`config.mk`:
```
export PLATFORM = sky130hd
export DESIGN_NAME = conv_window_gen
export DESIGN_NICKNAME = d
export VERILOG_FILES = /design/src/rtl/cnn_pkg.sv /design/src/rtl/line_buffer.sv /design/src/rtl/conv_window_gen.sv
export SDC_FILE = /design/constraint.sdc
export NUM_CORES = 1
export LEC_CHECK = 0
export ABC_CLOCK_PERIOD_IN_PS = 3850
export CAP_MARGIN = 10
export CELL_PAD_IN_SITES_DETAIL_PLACEMENT = 1
export CELL_PAD_IN_SITES_GLOBAL_PLACEMENT = 1
export CORE_MARGIN = 1.5
export CORE_UTILIZATION = 49
export CTS_BUF_LIST = sky130_fd_sc_hd__clkbuf_8
export CTS_CLUSTER_SIZE = 40
export DETAILED_ROUTE_END_ITERATION = 7
export DONT_BUFFER_PORTS = 1
export MAX_ROUTING_LAYER = met4
export PLACE_DENSITY_LB_ADDON = 0.1
export SLEW_MARGIN = 20
export SYNTH_ARGS = -nofsm -noshare
export SYNTH_HDL_FRONTEND = slang
export SYNTH_SLANG_ARGS = --single-unit
```
`constraint.sdc`:
```
create_clock -name i_clk -period 3.85 [get_ports i_clk]
set_input_delay 0.77 -clock i_clk [delete_from_list [all_inputs] [get_ports i_clk]]
set_output_delay 0.77 -clock i_clk [all_outputs]
set_load 0.01 [all_outputs]
```
`src/rtl/cnn_pkg.sv`:
```
// Shared constants and window tap indexing for the convolution front end.
package cnn_pkg;

  localparam int unsigned KERNEL     = 3;
  localparam int unsigned TAPS       = KERNEL * KERNEL;
  localparam int unsigned DATA_W_DEF = 8;

  // Flat tap position of window element (r,c); (0,0) is the oldest pixel.
  function automatic int unsigned tap_idx(input int unsigned r, input int unsigned c);
    return KERNEL * r + c;
  endfunction

endpackage

```
`src/rtl/line_buffer.sv`:
```
// One image line of pixel storage; the registered read returns the old word on a same-address write.
module line_buffer #(
  parameter int unsigned DATA_W = 8,
  parameter int unsigned DEPTH  = 32
) (
  input  logic                     i_clk,
  input  logic                     i_we,
  input  logic [$clog2(DEPTH)-1:0] i_waddr,
  input  logic [DATA_W-1:0]        i_wdata,
  input  logic [$clog2(DEPTH)-1:0] i_raddr,
  output logic [DATA_W-1:0]        o_rdata
);

  logic [DATA_W-1:0] r_mem [DEPTH];
  logic [DATA_W-1:0] r_rdata;

  always_ff @(posedge i_clk) begin
    if (i_we) begin
      r_mem[i_waddr] <= i_wdata;
    end
    r_rdata <= r_mem[i_raddr];
  end

  assign o_rdata = r_rdata;

endmodule

```
`src/rtl/conv_window_gen.sv`:
```
// Pops raster pixels from the FIFO, keeps two lines of history and presents 3x3 stride-1 windows.
module conv_window_gen
  import cnn_pkg::*;
#(
  parameter int unsigned DATA_W = DATA_W_DEF,
  parameter int unsigned IMG_W  = 32,
  parameter int unsigned IMG_H  = 32
) (
  input  logic                   i_clk,
  input  logic                   i_rst,
  input  logic                   i_en,
  input  logic                   i_fifo_empty,
  input  logic [DATA_W-1:0]      i_fifo_data,
  output logic                   o_fifo_read_en,
  output logic                   o_fifo_read_sel,
  output logic [TAPS*DATA_W-1:0] o_win_data,
  output logic                   o_win_valid,
  input  logic                   i_win_ready,
  output logic                   o_win_last
);

  localparam int unsigned CW = $clog2(IMG_W);
  localparam int unsigned RW = $clog2(IMG_H);

  logic [1:0][DATA_W-1:0]                    r_skid;
  logic [1:0]                                r_skid_cnt;
  logic                                      r_inflight;
  logic [CW-1:0]                             r_col;
  logic [RW-1:0]                             r_row;
  logic [KERNEL-1:0][KERNEL-1:0][DATA_W-1:0] r_win;
  logic                                      r_win_valid;
  logic                                      r_win_last;

  logic [1:0][DATA_W-1:0] w_skid_d;
  logic [1:0]             w_cnt_d;
  logic                   w_read;
  logic                   w_avail;
  logic                   w_accept;
  logic [DATA_W-1:0]      w_pix;
  logic [CW-1:0]          w_col_nxt;
  logic [RW-1:0]          w_row_nxt;
  logic                   w_col_end;
  logic [CW-1:0]          w_rd_addr;
  logic [DATA_W-1:0]      w_lb0;
  logic [DATA_W-1:0]      w_lb1;

  assign w_read   = !i_rst && i_en && !i_fifo_empty
                    && ((r_skid_cnt + {1'b0, r_inflight}) < 2'd2);
  // The word arriving this cycle counts as present and may bypass the skid.
  assign w_avail  = (r_skid_cnt != 2'd0) || r_inflight;
  assign w_accept = w_avail && (!r_win_valid || i_win_ready);
  assign w_pix    = (r_skid_cnt != 2'd0) ? r_skid[0] : i_fifo_data;

  assign w_col_end = (r_col == CW'(IMG_W - 1));
  assign w_col_nxt = w_col_end ? '0 : r_col + 1'b1;
  assign w_row_nxt = (r_row == RW'(IMG_H - 1)) ? '0 : r_row + 1'b1;
  // Prefetch the column the next accepted pixel will land in.
  assign w_rd_addr = w_accept ? w_col_nxt : r_col;

  always_comb begin
    w_skid_d = r_skid;
    w_cnt_d  = r_skid_cnt;
    if (w_accept && (r_skid_cnt != 2'd0)) begin
      w_skid_d[0] = r_skid[1];
      w_cnt_d     = r_skid_cnt - 2'd1;
    end
    if (r_inflight && !(w_accept && (r_skid_cnt == 2'd0))) begin
      w_skid_d[w_cnt_d[0]] = i_fifo_data;
      w_cnt_d              = w_cnt_d + 2'd1;
    end
  end

  line_buffer #(
    .DATA_W (DATA_W),
    .DEPTH  (IMG_W)
  ) u_lb0 (
    .i_clk   (i_clk),
    .i_we    (w_accept),
    .i_waddr (r_col),
    .i_wdata (w_pix),
    .i_raddr (w_rd_addr),
    .o_rdata (w_lb0)
  );

  line_buffer #(
    .DATA_W (DATA_W),
    .DEPTH  (IMG_W)
  ) u_lb1 (
    .i_clk   (i_clk),
    .i_we    (w_accept),
    .i_waddr (r_col),
    .i_wdata (w_lb0),
    .i_raddr (w_rd_addr),
    .o_rdata (w_lb1)
  );

  always_ff @(posedge i_clk) begin
    if (i_rst) begin
      r_skid      <= '0;
      r_skid_cnt  <= 2'd0;
      r_inflight  <= 1'b0;
      r_col       <= '0;
      r_row       <= '0;
      r_win       <= '0;
      r_win_valid <= 1'b0;
      r_win_last  <= 1'b0;
    end else begin
      r_inflight <= w_read;
      r_skid     <= w_skid_d;
      r_skid_cnt <= w_cnt_d;
      if (w_accept) begin
        for (int r = 0; r < KERNEL; r++) begin
          r_win[r][0] <= r_win[r][1];
          r_win[r][1] <= r_win[r][2];
        end
        r_win[0][2] <= w_lb1;
        r_win[1][2] <= w_lb0;
        r_win[2][2] <= w_pix;
        r_win_valid <= (r_row >= RW'(2)) && (r_col >= CW'(2));
        r_win_last  <= (r_row == RW'(IMG_H - 1)) && w_col_end;
        r_col       <= w_col_nxt;
        if (w_col_end) begin
          r_row <= w_row_nxt;
        end
      end else if (i_win_ready) begin
        r_win_valid <= 1'b0;
        r_win_last  <= 1'b0;
      end
    end
  end

  always_comb begin
    o_win_data = '0;
    for (int r = 0; r < KERNEL; r++) begin
      for (int c = 0; c < KERNEL; c++) begin
        o_win_data[DATA_W*tap_idx(r, c) +: DATA_W] = r_win[r][c];
      end
    end
  end

  assign o_fifo_read_en  = w_read;
  assign o_fifo_read_sel = w_read;
  assign o_win_valid     = r_win_valid;
  assign o_win_last      = r_win_last;

endmodule

```
Word-level counts from Yosys, hierarchy flattened
Memories as Yosys holds them, arrays and structs flattened. A register that Yosys moved wholly into a read port is not among the register bits.
Cells that the tools add are included.
Operators by class
  $add $sub $neg: 5
  magnitude comparators: 5
  eq/ne operators: 2
  muxes and demuxes: 16
  reductions and logical operators: 20
Operators by type and width (count)
  8-bit 2-to-1 mux: 4
  16-bit bitwise mux: 1
  5-bit 2-to-1 mux: 3
  5-bit by 1-bit adder with 5-bit output, second input constant: 2
  5-bit equality test, second input constant: 2
  5-bit by 2-bit greater-or-equal comparator with 1-bit output, second input constant: 2
  1-bit logical AND: 10
  8-bit demux with 1-bit select: 1
  1-bit 2-to-1 mux: 5
  1-bit zero test: 4
  2-bit 2-to-1 mux: 2
  2-bit nonzero test: 2
  2-bit by 1-bit adder with 2-bit output: 1
  2-bit by 1-bit adder with 2-bit output, second input constant: 1
  2-bit zero test: 1
  1-bit logical OR: 2
  1-bit by 2-bit < comparator with 1-bit output, second input constant: 1
  2-bit < comparator, second input constant: 1
  2-bit AND reduction: 1
  2-bit by 1-bit subtractor with 2-bit output, second input constant: 1
  1-bit greater-or-equal comparator, second input constant: 1
Storage, ports and cells
  flip-flop bits (word level): 103
  memory bits (writable): 512
  input bits: 13
  output and inout port bits: 76
  word-level logic and storage cells: 67
  memories: 2
Memory list
  u_lb0.r_mem: depth 32, bits a word 8, read ports 1, clocked after memory_dff 1, write ports 1, RTL line line_buffer.sv:14  | logic [DATA_W-1:0] r_mem [DEPTH];
  u_lb1.r_mem: depth 32, bits a word 8, read ports 1, clocked after memory_dff 1, write ports 1, RTL line line_buffer.sv:14

Longest topological paths before layout
  word-level depth: 11
  gate-level depth with buffers: 13
  depth with buffers taken out: 11

Cells and area by module
Synthesis repeated with hierarchy kept, for this count alone.
Unflattened totals
  cell total of the unflattened synthesis: 1322
  area, all modules: 24229.5 um^2
By module, submodules not included
  line_buffer: times used 2, cells each 417, area an instance 10053.4 um^2, seq. area each 7847.5 um^2
  conv_window_gen: times used 1, cells each 488, area an instance 4122.7 um^2, seq. area each 2062.0 um^2

Least setup slack after synthesis
No wires, ideal clock.
  kind: input to register
  from: in i_win_ready
  to: mem u_lb0.r_mem[4][0] (enable)
  setup time: 0.430 ns
  arrival time: 3.327 ns
  required time: 3.420 ns
  path slack: 0.092 ns
  stages on the path: 7
  path buffers: 4
  cells stage by stage: or2b_4 -> nand2_1 -> buf_2 -> buf_2 -> buf_1 -> clkbuf_1 -> nor4_1
Between the ends
  longest elaborated chain between the ends: 4
RTL lines
  from (decl): RTL line conv_window_gen.sv:18  | input logic i_win_ready,
  1-bit logical OR: RTL line conv_window_gen.sv:51  | assign w_accept = w_avail && (!r_win_valid || i_win_ready);
  1-bit logical AND: RTL line conv_window_gen.sv:51
  1-bit 2-to-1 mux: RTL line line_buffer.sv:18  | if (i_we) begin
  1-bit 2-to-1 mux (implied by the code): RTL line line_buffer.sv:19  | r_mem[i_waddr] <= i_wdata;
  to (decl): RTL line line_buffer.sv:14
No other way between the ends.

Final worst setup path
  from: reg r_col[0]
  to: reg u_lb0.r_rdata[2] (netlist: u_lb0.o_rdata[2]) (read register of u_lb0.r_mem)
Between the ends
  longest elaborated chain between the ends: 3
  elaborated cells on any way between the ends: 4
  those cells by class: add/sub (1); eq/ne (1); mux (2)
RTL lines
  from (decl): RTL line conv_window_gen.sv:28  | logic [CW-1:0] r_col;
  from (signal assigned): RTL line conv_window_gen.sv:121  | r_col <= w_col_nxt;
  5-bit by 1-bit adder with 5-bit output or 5-bit equality test (tied branches): RTL line conv_window_gen.sv:55, conv_window_gen.sv:54
  5-bit 2-to-1 mux: RTL line conv_window_gen.sv:55  | assign w_col_nxt = w_col_end ? '0 : r_col + 1'b1;
  5-bit 2-to-1 mux (*)
  to (decl): RTL line line_buffer.sv:15  | logic [DATA_W-1:0] r_rdata;
Mark *: on every way between the ends. The rest lies on a longest branch, timed or not.
A chain may end at the register's enable or synchronous reset.

==> flow_summary.yaml <==
status:
  status: "finished clean"
synth:
  netlist-cell-type-count: 57
  avgSynthCellArea_um2: 12.0
  ys_ff_latch: 631
  synth_flop_cell: "edfxtp_1"
  synthTopCellsByCount: "512 x edfxtp_1, 406 x nand2_1, 144 x nor2_1"
  syn_area_um2: 26800
  synthXorXnorAreaFrac_pct: 0.131
  synthArstFlopShare_pct: 0
  yosys.area_share.simple_pct: 14.0
  yosysWarningCount: 0
  syn_nets: 2255
  synth_seq_area_share_pct: 66.2
  yosys-top-cells-area: "edfxtp_1 57%, dfxtp_1 8.9%, nand2_1 5.7%"
  synth_mux_area_share_pct: 1.47
  synth_top_family_by_area: "compound AO/OA/AOI/OAI gates"
  synthAdderAreaFrac_pct: 0.467
  synth_compound_area_share_pct: 14.2
  yosysTopAreaCell: "edfxtp_1"
  syn_inst: 2232
  synth_edf_count: 512
  synth_top_area_share_pct: 57.4
  yosysMostFrequentCell: "edfxtp_1"
placed_design:
  dp_hpwl_um: 49800
  port_buffers: 0
  gp_congestion: 0.892
worst_setup_path:
  endpoint_kind: "flip-flop"
  cp_max_fo: 46
  cp.required_ps: 4400
  criticalPathCategory: "flip-flop to flip-flop"
  critical_path_arrival_ps: 4240
  crit_path_start_kind: "flip-flop"
power_and_ir_drop:
  power_density_nw_per_um2: 828
  ir_drop_mv: 0.396
  p_leak_nw: 10.2
sta:
  rsz0062_at_grt: "false"
  relSlewSlack_pct: 33.8
  max_clock_freq_mhz: 271
  period_share_pct: 95.9
  drv_slew: 0
  setup_viol: 0
  tightest_slew_ps: 993
  setup_tns_ps: 0
  hold_viol_final: 0
  timing.hold.ws_ps: 115
  fin_skew_ps: 33.6
  fin_crit_ps: 3690
cts:
  cts-root-buf: "clkbuf_8"
  numCtsBuffers: 105
  ctsHtreeMaxLevel: 3
  clkLatencyLatePin_ps: 720
  cts_hold_buffers: 0
  clock-sinks: 631
  tritoncts: "built"
  path_clk_slew_ps: 60
  cts_max_path_buffers: 3
  post-cts-setup-buffer-count: 0
detailed_routing:
  viasPerCell: 6.46
  drtAntennaViolNets: 0
  wl_per_cell_um: 27.9
  via_count: 19663
  drt_iter0_drc: 1691
  wl_um: 84800
  drc: 0
  firstDrtPassIters: 5
layout:
  utilization_pct: 55.7
  area_growth_pct: 12.0
  drive_above_1_share_pct: 13.0
  nets: 2279
global_route:
  antenna_found_initial: 1
  grt_max_degree: 141
  track_usage_pct: 31.1
  grt_pass1_vias: 20152
  grt-ovfl-total: 0
  grt_pass1_wl_um: 127000
run:
  drv_cap: 0
floorplan:
  core_region_area_um2: 53900
  die_w_um: 237
  die_height_um: 237
  die-area_um2: 56100
  io_pins: 89
  core.rowCount: 85
  initial_core_util_pct: 49.7
worst_hold_path:
  min_path_type: "input port to flip-flop"
-- layer usage --
layer	part of all wire, %	up-vias	global-route usage [%]
li1	-	8639	-
met1	42	10135	39.6
met2	49	728	50.1
met3	6.8	161	5.57
met4	2.9	0	11.0
met5	0	-	-
-- area by class of cell --
cell class                 instances  area, um2
sequential                       631      17800
timing repair buffer             125       1100
tap                              696        871
clock inverter                    80        392
antenna                            1       2.50
inverter                           7       26.3
fill                            5443      23900
clock buffer                     116       1600
multi-input combinational       1386       8280
-- worst paths after layout --
check	from	cells past startpoint	slack, ps	to
setup / recovery	r_col[0]$_SDFF_PP0_	12	160	u_lb0.o_rdata[2]$_DFF_P_
setup reg to reg	r_col[0]$_SDFF_PP0_	12	160	u_lb0.o_rdata[2]$_DFF_P_
hold / removal	i_rst	1	110	o_win_last$_SDFFE_PP0P_
hold reg to reg	r_skid[12]$_SDFFE_PP0P_	2	470	r_skid[4]$_SDFF_PP0_
-- kinds of logic after synthesis --
family | after synthesis
adders and majority gates | 10
muxes | 36
AOI/OAI and AO/OA | 503
xor gates and xnor gates | 4
and+or+nand+nor | 832
DFF | 631
buffers and inverters | 216
-- per-stage QoR --
stage / cell area (um2) / setup WS [ps] / total power [mW] / instances
after floorplan: 26800 / 92.4 / 15.2 / 2232
after global placement: 28000 / 266 / 19.0 / 2844
after detailed placement: 28000 / 133 / 19.3 / 2844
after CTS: 30000 / 122 / 24.9 / 3040
after global routing: 30000 / 41.4 / 26.0 / 3042
final: 30000 / 160 / 24.9 / 3042
-- flip-flops by register name, indices dropped and copies added, names as in the netlist --
signal	cells
o_win_data	72
r_skid_cnt	2
r_row	5
r_inflight	1
o_win_last	1
o_win_valid	1
u_lb1.r_mem	256
r_col	5
r_skid	16
u_lb1.o_rdata	8
u_lb0.r_mem	256
u_lb0.o_rdata	8
-- worst max-delay path, stage by stage (launching register included) --
cell and delay [ps]:
dfxtp_4 360, ha_1 270, nand3_1 190, inv_1 70
ha_1 250, o31ai_4 500, buf_4 230, buf_4 390
a21boi_0 190, o22ai_1 250, o32ai_1 170, nor4_1 550
a221oi_1 90
-- where the power goes --
| part | leakage (nW) | internal (mW) | switching (mW) | total, mW |
|---|---|---|---|---|
| clock | 1.17 | 2.84 | 2.76 | 5.61 |
| sequential | 5.62 | 8.63 | 0.484 | 9.11 |
| combinational | 3.38 | 3.07 | 7.08 | 10.2 |
| total | 10.2 | 14.5 | 10.3 | 24.9 |
-- layout by cell type (no fill, tap or decap), types with 5 or more instances in the layout --
cell,Yosys,final
edfxtp_1,512,512
nand2_1,406,405
nor2_1,144,143
dfxtp_1,119,118
clkbuf_8,0,116
buf_4,7,112
and3_1,87,87
a211oi_1,82,82
a21oi_1,71,71
nand4_1,61,61
a311oi_1,57,57
a21boi_0,56,56
inv_1,7,50
a31oi_1,46,46
nand3_1,42,42
nor3_1,46,41
o311a_1,30,30
o221ai_1,30,30
o2111ai_1,30,30
o22ai_1,30,30
o32ai_1,30,27
mux2i_1,26,25
clkinv_1,0,19
nor4_1,16,14
a221oi_1,13,13
buf_12,0,13
o21ai_0,11,11
ha_1,10,10
clkinv_2,0,9
mux2_2,8,8
a21boi_1,5,5
nor3_2,1,5
-- timing repair --
action | CTS | global route
gates resized for setup | 0 | 4
endpoints found under the setup margin | 0 | 2
endpoints found under the hold margin | 0 | 0
Note: power is estimated with default switching activity, not from simulation.
